<file path="src/rtl/ps2_key_sequencer_pkg.sv">
// Shared scan-code and ASCII constants, FSM encodings and the letter-case helper
// for the PS/2 key sequencer.
package ps2_key_sequencer_pkg;

   localparam logic [7:0] SC_BREAK    = 8'hF0;
   localparam logic [7:0] SC_EXT      = 8'hE0;
   localparam logic [7:0] SC_LSHIFT   = 8'h12;
   localparam logic [7:0] SC_RSHIFT   = 8'h59;
   localparam logic [7:0] SC_CAPS     = 8'h58;
   localparam logic [7:0] SC_KP_DIV   = 8'h4A;
   localparam logic [7:0] SC_KP_ENTER = 8'h5A;

   localparam logic [7:0] ASCII_LF       = 8'h0A;
   localparam logic [7:0] ASCII_SLASH    = 8'h2F;
   localparam logic [7:0] ASCII_CASE_OFS = 8'h20;

   localparam logic [2:0] ST_IDLE    = 3'd0;
   localparam logic [2:0] ST_BRK     = 3'd1;
   localparam logic [2:0] ST_EXT     = 3'd2;
   localparam logic [2:0] ST_EXT_BRK = 3'd3;
   localparam logic [2:0] ST_LOOKUP  = 3'd4;

   // The translator yields uppercase letters; fold to lowercase unless upper is requested.
   function automatic logic [7:0] apply_case(input logic [7:0] ascii, input logic upper);
      logic [7:0] res;
      res = ascii;
      if (ascii >= 8'h41 && ascii <= 8'h5A && !upper) begin
         res = ascii + ASCII_CASE_OFS;
      end
      return res;
   endfunction

endpackage

</file>
<file path="src/rtl/ps2_key_sequencer_char_fifo.sv">
// Circular character FIFO with a registered head read and a sticky overflow flag.
module ps2_key_sequencer_char_fifo #(
   parameter int unsigned DEPTH = 8,
   parameter int unsigned WIDTH = 8,
   parameter int unsigned PTR_W = $clog2(DEPTH)
) (
   input  logic             clk,
   input  logic             rst_n,
   input  logic             push,
   input  logic [WIDTH-1:0] push_data,
   input  logic             pop,
   output logic [WIDTH-1:0] rd_data,
   output logic             full,
   output logic             empty,
   output logic             overflow
);

   localparam logic [PTR_W:0] COUNT_MAX = DEPTH[PTR_W:0];

   logic [WIDTH-1:0] r_mem [DEPTH];
   logic [PTR_W-1:0] r_wr_ptr;
   logic [PTR_W-1:0] r_rd_ptr;
   logic [PTR_W:0]   r_count;
   logic [WIDTH-1:0] r_rd_data;
   logic             r_overflow;

   logic             w_do_push;
   logic             w_do_pop;
   logic [PTR_W-1:0] w_rd_ptr_d;
   logic [PTR_W:0]   w_count_d;

   assign full     = (r_count == COUNT_MAX);
   assign empty    = (r_count == '0);
   assign rd_data  = r_rd_data;
   assign overflow = r_overflow;

   // A pop on a full FIFO frees the slot the concurrent push needs.
   assign w_do_pop   = pop && !empty;
   assign w_do_push  = push && (!full || w_do_pop);
   assign w_rd_ptr_d = w_do_pop ? r_rd_ptr + PTR_W'(1) : r_rd_ptr;

   always_comb begin
      w_count_d = r_count;
      case ({w_do_push, w_do_pop})
         2'b10:   w_count_d = r_count + (PTR_W + 1)'(1);
         2'b01:   w_count_d = r_count - (PTR_W + 1)'(1);
         default: w_count_d = r_count;
      endcase
   end

   always_ff @(posedge clk) begin
      if (w_do_push) begin
         r_mem[r_wr_ptr] <= push_data;
      end
   end

   always_ff @(posedge clk or negedge rst_n) begin
      if (!rst_n) begin
         r_wr_ptr   <= '0;
         r_rd_ptr   <= '0;
         r_count    <= '0;
         r_rd_data  <= '0;
         r_overflow <= 1'b0;
      end else begin
         if (w_do_push) begin
            r_wr_ptr <= r_wr_ptr + PTR_W'(1);
         end
         r_rd_ptr <= w_rd_ptr_d;
         r_count  <= w_count_d;
         if (push && !w_do_push) begin
            r_overflow <= 1'b1;
         end
         // Head register bypasses the write when the new entry becomes the head.
         if (w_count_d == '0) begin
            r_rd_data <= '0;
         end else if (w_do_push && (r_wr_ptr == w_rd_ptr_d)) begin
            r_rd_data <= push_data;
         end else begin
            r_rd_data <= r_mem[w_rd_ptr_d];
         end
      end
   end

endmodule

</file>
<file path="src/rtl/ps2_key_sequencer.sv">
// PS/2 scan-code sequencer: prefix/modifier tracking, external translator lookup,
// letter-case folding and a character FIFO toward the terminal.
module ps2_key_sequencer
   import ps2_key_sequencer_pkg::*;
#(
   parameter int unsigned FIFO_DEPTH = 8,
   parameter int unsigned PTR_W      = $clog2(FIFO_DEPTH)
) (
   input  logic       clk,
   input  logic       rst_n,
   input  logic [7:0] scan_code,
   input  logic       scan_valid,
   output logic [7:0] xlat_code,
   input  logic [7:0] xlat_ascii,
   output logic [7:0] char_data,
   output logic       char_valid,
   input  logic       char_ready,
   output logic       overflow,
   output logic       shift_active,
   output logic       caps_lock
);

   logic [2:0] r_state;
   logic [7:0] r_xlat_code;
   logic       r_shift_l;
   logic       r_shift_r;
   logic       r_caps_lock;
   logic       r_caps_held;

   logic [2:0] w_state_d;
   logic [7:0] w_xlat_d;
   logic       w_shift_l_d;
   logic       w_shift_r_d;
   logic       w_caps_lock_d;
   logic       w_caps_held_d;
   logic       w_push;
   logic [7:0] w_push_data;
   logic       w_full;
   logic       w_empty;

   assign xlat_code    = r_xlat_code;
   assign shift_active = r_shift_l | r_shift_r;
   assign caps_lock    = r_caps_lock;
   assign char_valid   = !w_empty;

   always_comb begin
      w_state_d     = r_state;
      w_xlat_d      = r_xlat_code;
      w_shift_l_d   = r_shift_l;
      w_shift_r_d   = r_shift_r;
      w_caps_lock_d = r_caps_lock;
      w_caps_held_d = r_caps_held;
      w_push        = 1'b0;
      w_push_data   = 8'h00;

      if (r_state == ST_LOOKUP) begin
         w_state_d = ST_IDLE;
         if (xlat_ascii != 8'h00) begin
            w_push      = 1'b1;
            w_push_data = apply_case(xlat_ascii, shift_active ^ r_caps_lock);
         end
      end

      // A byte landing in LOOKUP is decoded as from IDLE so it is not lost.
      if (scan_valid) begin
         case (r_state)
            ST_IDLE, ST_LOOKUP: begin
               case (scan_code)
                  SC_BREAK:  w_state_d = ST_BRK;
                  SC_EXT:    w_state_d = ST_EXT;
                  SC_LSHIFT: w_shift_l_d = 1'b1;
                  SC_RSHIFT: w_shift_r_d = 1'b1;
                  SC_CAPS: begin
                     if (!r_caps_held) begin
                        w_caps_lock_d = ~r_caps_lock;
                     end
                     w_caps_held_d = 1'b1;
                  end
                  default: begin
                     w_xlat_d  = scan_code;
                     w_state_d = ST_LOOKUP;
                  end
               endcase
            end
            ST_BRK: begin
               case (scan_code)
                  SC_LSHIFT: w_shift_l_d   = 1'b0;
                  SC_RSHIFT: w_shift_r_d   = 1'b0;
                  SC_CAPS:   w_caps_held_d = 1'b0;
                  default:   ;
               endcase
               w_state_d = ST_IDLE;
            end
            ST_EXT: begin
               w_state_d = ST_IDLE;
               case (scan_code)
                  SC_BREAK: w_state_d = ST_EXT_BRK;
                  SC_KP_DIV: begin
                     w_push      = 1'b1;
                     w_push_data = ASCII_SLASH;
                  end
                  SC_KP_ENTER: begin
                     w_push      = 1'b1;
                     w_push_data = ASCII_LF;
                  end
                  default: ;
               endcase
            end
            default: w_state_d = ST_IDLE;
         endcase
      end else if (r_state > ST_LOOKUP) begin
         w_state_d = ST_IDLE;
      end
   end

   always_ff @(posedge clk or negedge rst_n) begin
      if (!rst_n) begin
         r_state     <= ST_IDLE;
         r_xlat_code <= 8'h00;
         r_shift_l   <= 1'b0;
         r_shift_r   <= 1'b0;
         r_caps_lock <= 1'b0;
         r_caps_held <= 1'b0;
      end else begin
         r_state     <= w_state_d;
         r_xlat_code <= w_xlat_d;
         r_shift_l   <= w_shift_l_d;
         r_shift_r   <= w_shift_r_d;
         r_caps_lock <= w_caps_lock_d;
         r_caps_held <= w_caps_held_d;
      end
   end

   ps2_key_sequencer_char_fifo #(
      .DEPTH (FIFO_DEPTH),
      .WIDTH (8),
      .PTR_W (PTR_W)
   ) u_char_fifo (
      .clk       (clk),
      .rst_n     (rst_n),
      .push      (w_push),
      .push_data (w_push_data),
      .pop       (char_ready),
      .rd_data   (char_data),
      .full      (w_full),
      .empty     (w_empty),
      .overflow  (overflow)
   );

   logic w_unused;
   assign w_unused = w_full;

endmodule

</file>
<file path="config.mk">
export PLATFORM = sky130hd
export DESIGN_NAME = ps2_key_sequencer
export DESIGN_NICKNAME = d
export VERILOG_FILES = /design/src/rtl/ps2_key_sequencer_pkg.sv /design/src/rtl/ps2_key_sequencer_char_fifo.sv /design/src/rtl/ps2_key_sequencer.sv
export SDC_FILE = /design/constraint.sdc
export NUM_CORES = 1
export LEC_CHECK = 0
export CORE_AREA = 5 5 120 93
export CTS_BUF_LIST = sky130_fd_sc_hd__clkbuf_4 sky130_fd_sc_hd__clkbuf_8
export DETAILED_ROUTE_END_ITERATION = 6
export DIE_AREA = 0 0 125 98
export PLACE_DENSITY = 0.77
export RECOVER_POWER = 50
export SETUP_SLACK_MARGIN = 0.15
export SYNTH_ARGS = -nofsm -noshare
export SYNTH_HDL_FRONTEND = slang
export SYNTH_HIERARCHICAL = 1
export SYNTH_SLANG_ARGS = --single-unit
</file>
<file path="constraint.sdc">
create_clock -name clk -period 3.25 [get_ports clk]
set_clock_uncertainty 0.15 [all_clocks]
set_input_delay 0.65 -clock clk [delete_from_list [all_inputs] [get_ports clk]]
set_output_delay 0.65 -clock clk [all_outputs]
set_load 0.01 [all_outputs]
</file>
==> flow_summary.toml <==
[grt]
met1_usage_pct = 29.3
gr-usage-all-layers_pct = 21.4
busiest_layer = "met2"
grt_remaining_overflow = 0
use_met3_pct = 5.36
antenna_found_initial = 0
grt_use_met2_pct = 34.0
grt_max_degree = 36
grt_pass1_wl_um = 20800
grt_pass1_vias = 4073

[drt]
num_vias = 4146
drt_pass1_iterations = 5
drt-initial-drc-count = 399
drc = 0
routedWlPerCell_um = 19.7
ant_nets = 0
wirelength_um = 13200
viasPerCell = 6.16

[pwr]
power.leakage_uw = 0.00252
power_density_mw_per_mm2 = 857
ir_worst_vdd_mv = 0.410
p_total_uw = 5570

[synthesis]
synth_edf_count = 64
synth_area_per_cell_um2 = 11.6
synth_fp_nets = 483
postSynthCellCount = 457
ys_ff_latch = 98
netlist_area_mm2 = 0.00529
async_flop_share_pct = 34.7
synth_top_flop_cell = "edfxtp_1"
ys_warn_count = 6
synth-seq-area-share_pct = 52.4
yosysUniqueCellTypes = 58

[placed_design]
placed_area_mm2 = 0.00613
dp_slack_ps = -482
dpl.hpwl_um = 8380
io_buffers = 39
gp_congestion = 0.827

[flow_run]
maxCapViolations = 1

[floorplanning]
dieArea_mm2 = 0.0123
std_cell_rows = 32
initial_utilization_pct = 53.0
ios = 40
fp.dieW_um = 125
die_y_um = 98
core_area_mm2 = 0.00997

[final_layout]
finalInstanceArea_mm2 = 0.00650
final_common_cell = "edfxtp_1"
nNetsFinal = 558
postLayoutCoreUtil_pct = 65.2
n_fill_cell = 746
most-common-layout-cells = "64 x edfxtp_1, 51 x buf_4, 36 x mux2_2, 34 x dfrtp_1, 32 x mux2i_1"
drive_above_1_share_pct = 28.5
syn_to_final_growth_pct = 22.9
diodes = 0

[setup_path]
cp-end-kind = "flop"
crit_required_ps = 3410
start_kind = "flop"
ff2ff_path_depth = 14
worstSetupPathType = "flop to flop"
path_max_fanout = 8
r2r-start = "r_state[0]$_DFF_PN0_"
r2r-end = "u_char_fifo/rd_data[0]$_DFF_PN0_"
r2r_slack_ps = 250
cp.arrival_ps = 3160

[sta]
slew_headroom_pct = -28.8
setup_violations = 0
drv_slew = 35
holdWs_ps = 328
setup_slack_ps = 249
period_needed_ps = 3000
max_freq_ghz = 0.333
finalHoldViolCount = 0
rsz0062_at_grt = "true"
finalCritPeriodShare_pct = 92.4
tightest_slew_ps = 1930

[hold_path]
hold_depth = 1
hold_class = "flop to flop"
min-delay-start = "u_char_fifo/overflow$_DFFE_PN0P_"
hold_end = "u_char_fifo/overflow$_DFFE_PN0P_"

[clock_network]
tritoncts = "done"
clk_pin_slew_ps = 90
cts_buffers = 9
htreeDepth = 3
clock_sinks = 98
cts_hold_buf = 0
root_buffer = "clkbuf_8"
clockBufferDepth = 2
worstSkewPairLatency_ps = 380

[run_status]
violations = "max-capacitance violations, max-slew violations"
status = "complete, but fails checks"
==> Yosys cell counts, drive strengths merged (2+ instances only) <==
cell | count | area [um^2]
nand2b | 4 | 25.0
or3 | 2 | 12.5
a311oi | 7 | 61.3
dfrtp | 34 | 851
mux2i | 32 | 320
o211ai | 2 | 15.0
mux2 | 37 | 420
clkbuf | 22 | 82.6
buf | 9 | 57.6
nor2b | 7 | 43.8
nor3b | 2 | 20.0
nand2 | 25 | 93.8
o22ai | 2 | 12.5
a21oi | 11 | 58.8
inv | 10 | 37.5
nor2 | 32 | 120
nand4 | 4 | 40.0
o21ai | 23 | 119
nor4 | 4 | 25.0
and4bb | 3 | 37.5
ha | 5 | 62.6
a31oi | 15 | 93.8
a32oi | 8 | 70.1
a21o | 5 | 37.5
nand3b | 3 | 22.5
nor3 | 37 | 185
o31ai | 4 | 30.0
xnor2 | 7 | 61.3
and4b | 2 | 20.0
xor2 | 4 | 35.0
nand3 | 12 | 60.1
edfxtp | 64 | 1920
mux4 | 3 | 67.6
and2 | 2 | 15.0
==> flip-flops by register name, indices dropped and copies added (netlist names) <==
name,count
u_char_fifo/r_count,4
u_char_fifo/r_wr_ptr,3
u_char_fifo/rd_data,8
r_shift_r,1
r_state,3
r_caps_held,1
u_char_fifo/r_mem,64
caps_lock,1
u_char_fifo/overflow,1
r_shift_l,1
xlat_code,8
u_char_fifo/r_rd_ptr,3
==> worst max path at each step <==
stage / from / depth (start not counted) / endpoint
floorplan: xlat_ascii[4] / 14 / u_char_fifo/rd_data[0]$_DFF_PN0_
global placement: xlat_ascii[4] / 15 / u_char_fifo/rd_data[3]$_DFF_PN0_
detailed placement: xlat_ascii[4] / 15 / u_char_fifo/rd_data[5]$_DFF_PN0_
CTS: xlat_ascii[2] / 15 / u_char_fifo/rd_data[4]$_DFF_PN0_
global route: r_state[2]$_DFF_PN0_ / 14 / u_char_fifo/rd_data[0]$_DFF_PN0_
finish: r_state[0]$_DFF_PN0_ / 14 / u_char_fifo/rd_data[0]$_DFF_PN0_
==> area by class of cell <==
type	count	area (um^2)	area share, %
clock buffer	9	124	1.91
clock inverter	7	92.6	1.42
inverter	10	40.0	0.616
multi-input combinational	318	2520	38.7
sequential	98	2770	42.7
tap	136	170	2.62
timing repair buffer	95	782	12.0
==> what timing repair did <==
item,CTS,global route
pin swaps,12,14
setup endpoints to repair,8,8
hold endpoints to repair,0,0
resized for setup,24,44
setup buffers,8,2
==> kinds of logic (layout without fill, tap and decap cells) <==
group / Yosys count / after routing / share of synthesized area [%]
and+or+nand+nor: 142 / 142 / 14.0
adders and majority gates: 6 / 6 / 1.56
xor gates and xnor gates: 12 / 12 / 2.25
DFF: 98 / 98 / 52.4
AOI/OAI and AO/OA: 86 / 86 / 11.1
muxes: 72 / 72 / 15.3
buffers and inverters: 41 / 121 / 3.36
==> layer usage <==
| layer | wire length [um] | part of all wire [%] |
|---|---|---|
| met5 | 0 | 0 |
| met4 | 148 | 1.1 |
| met3 | 993 | 7.5 |
| met2 | 6330 | 48 |
| met1 | 5760 | 44 |
==> report_power, final <==
group / switching, uW / internal (uW)
Sequential: 215 / 1600
Clock: 425 / 433
Combinational: 1530 / 1360
==> worst max-delay path, stage by stage, from the launching register on <==
cell and delay, ps:
dfrtp_1 470, and4b_1 270, nand4_1 190, nand2_4 160
nor2b_4 50, nand2_2 90, inv_4 50, ha_4 220
a21o_1 170, a21oi_4 170, mux2i_1 100, a222oi_1 330
o22ai_2 160, buf_12 180, nor3_4 160
==> per-stage QoR <==
| stage | TNS, ps | instances |
|---|---|---|
| after floorplan | 0 | 457 |
| after global placement | -2850 | 647 |
| after detailed placement | -3860 | 647 |
| after CTS | 0 | 671 |
| after global routing | 0 | 673 |
| final | 0 | 673 |
Power figures use the tool's default switching activity.
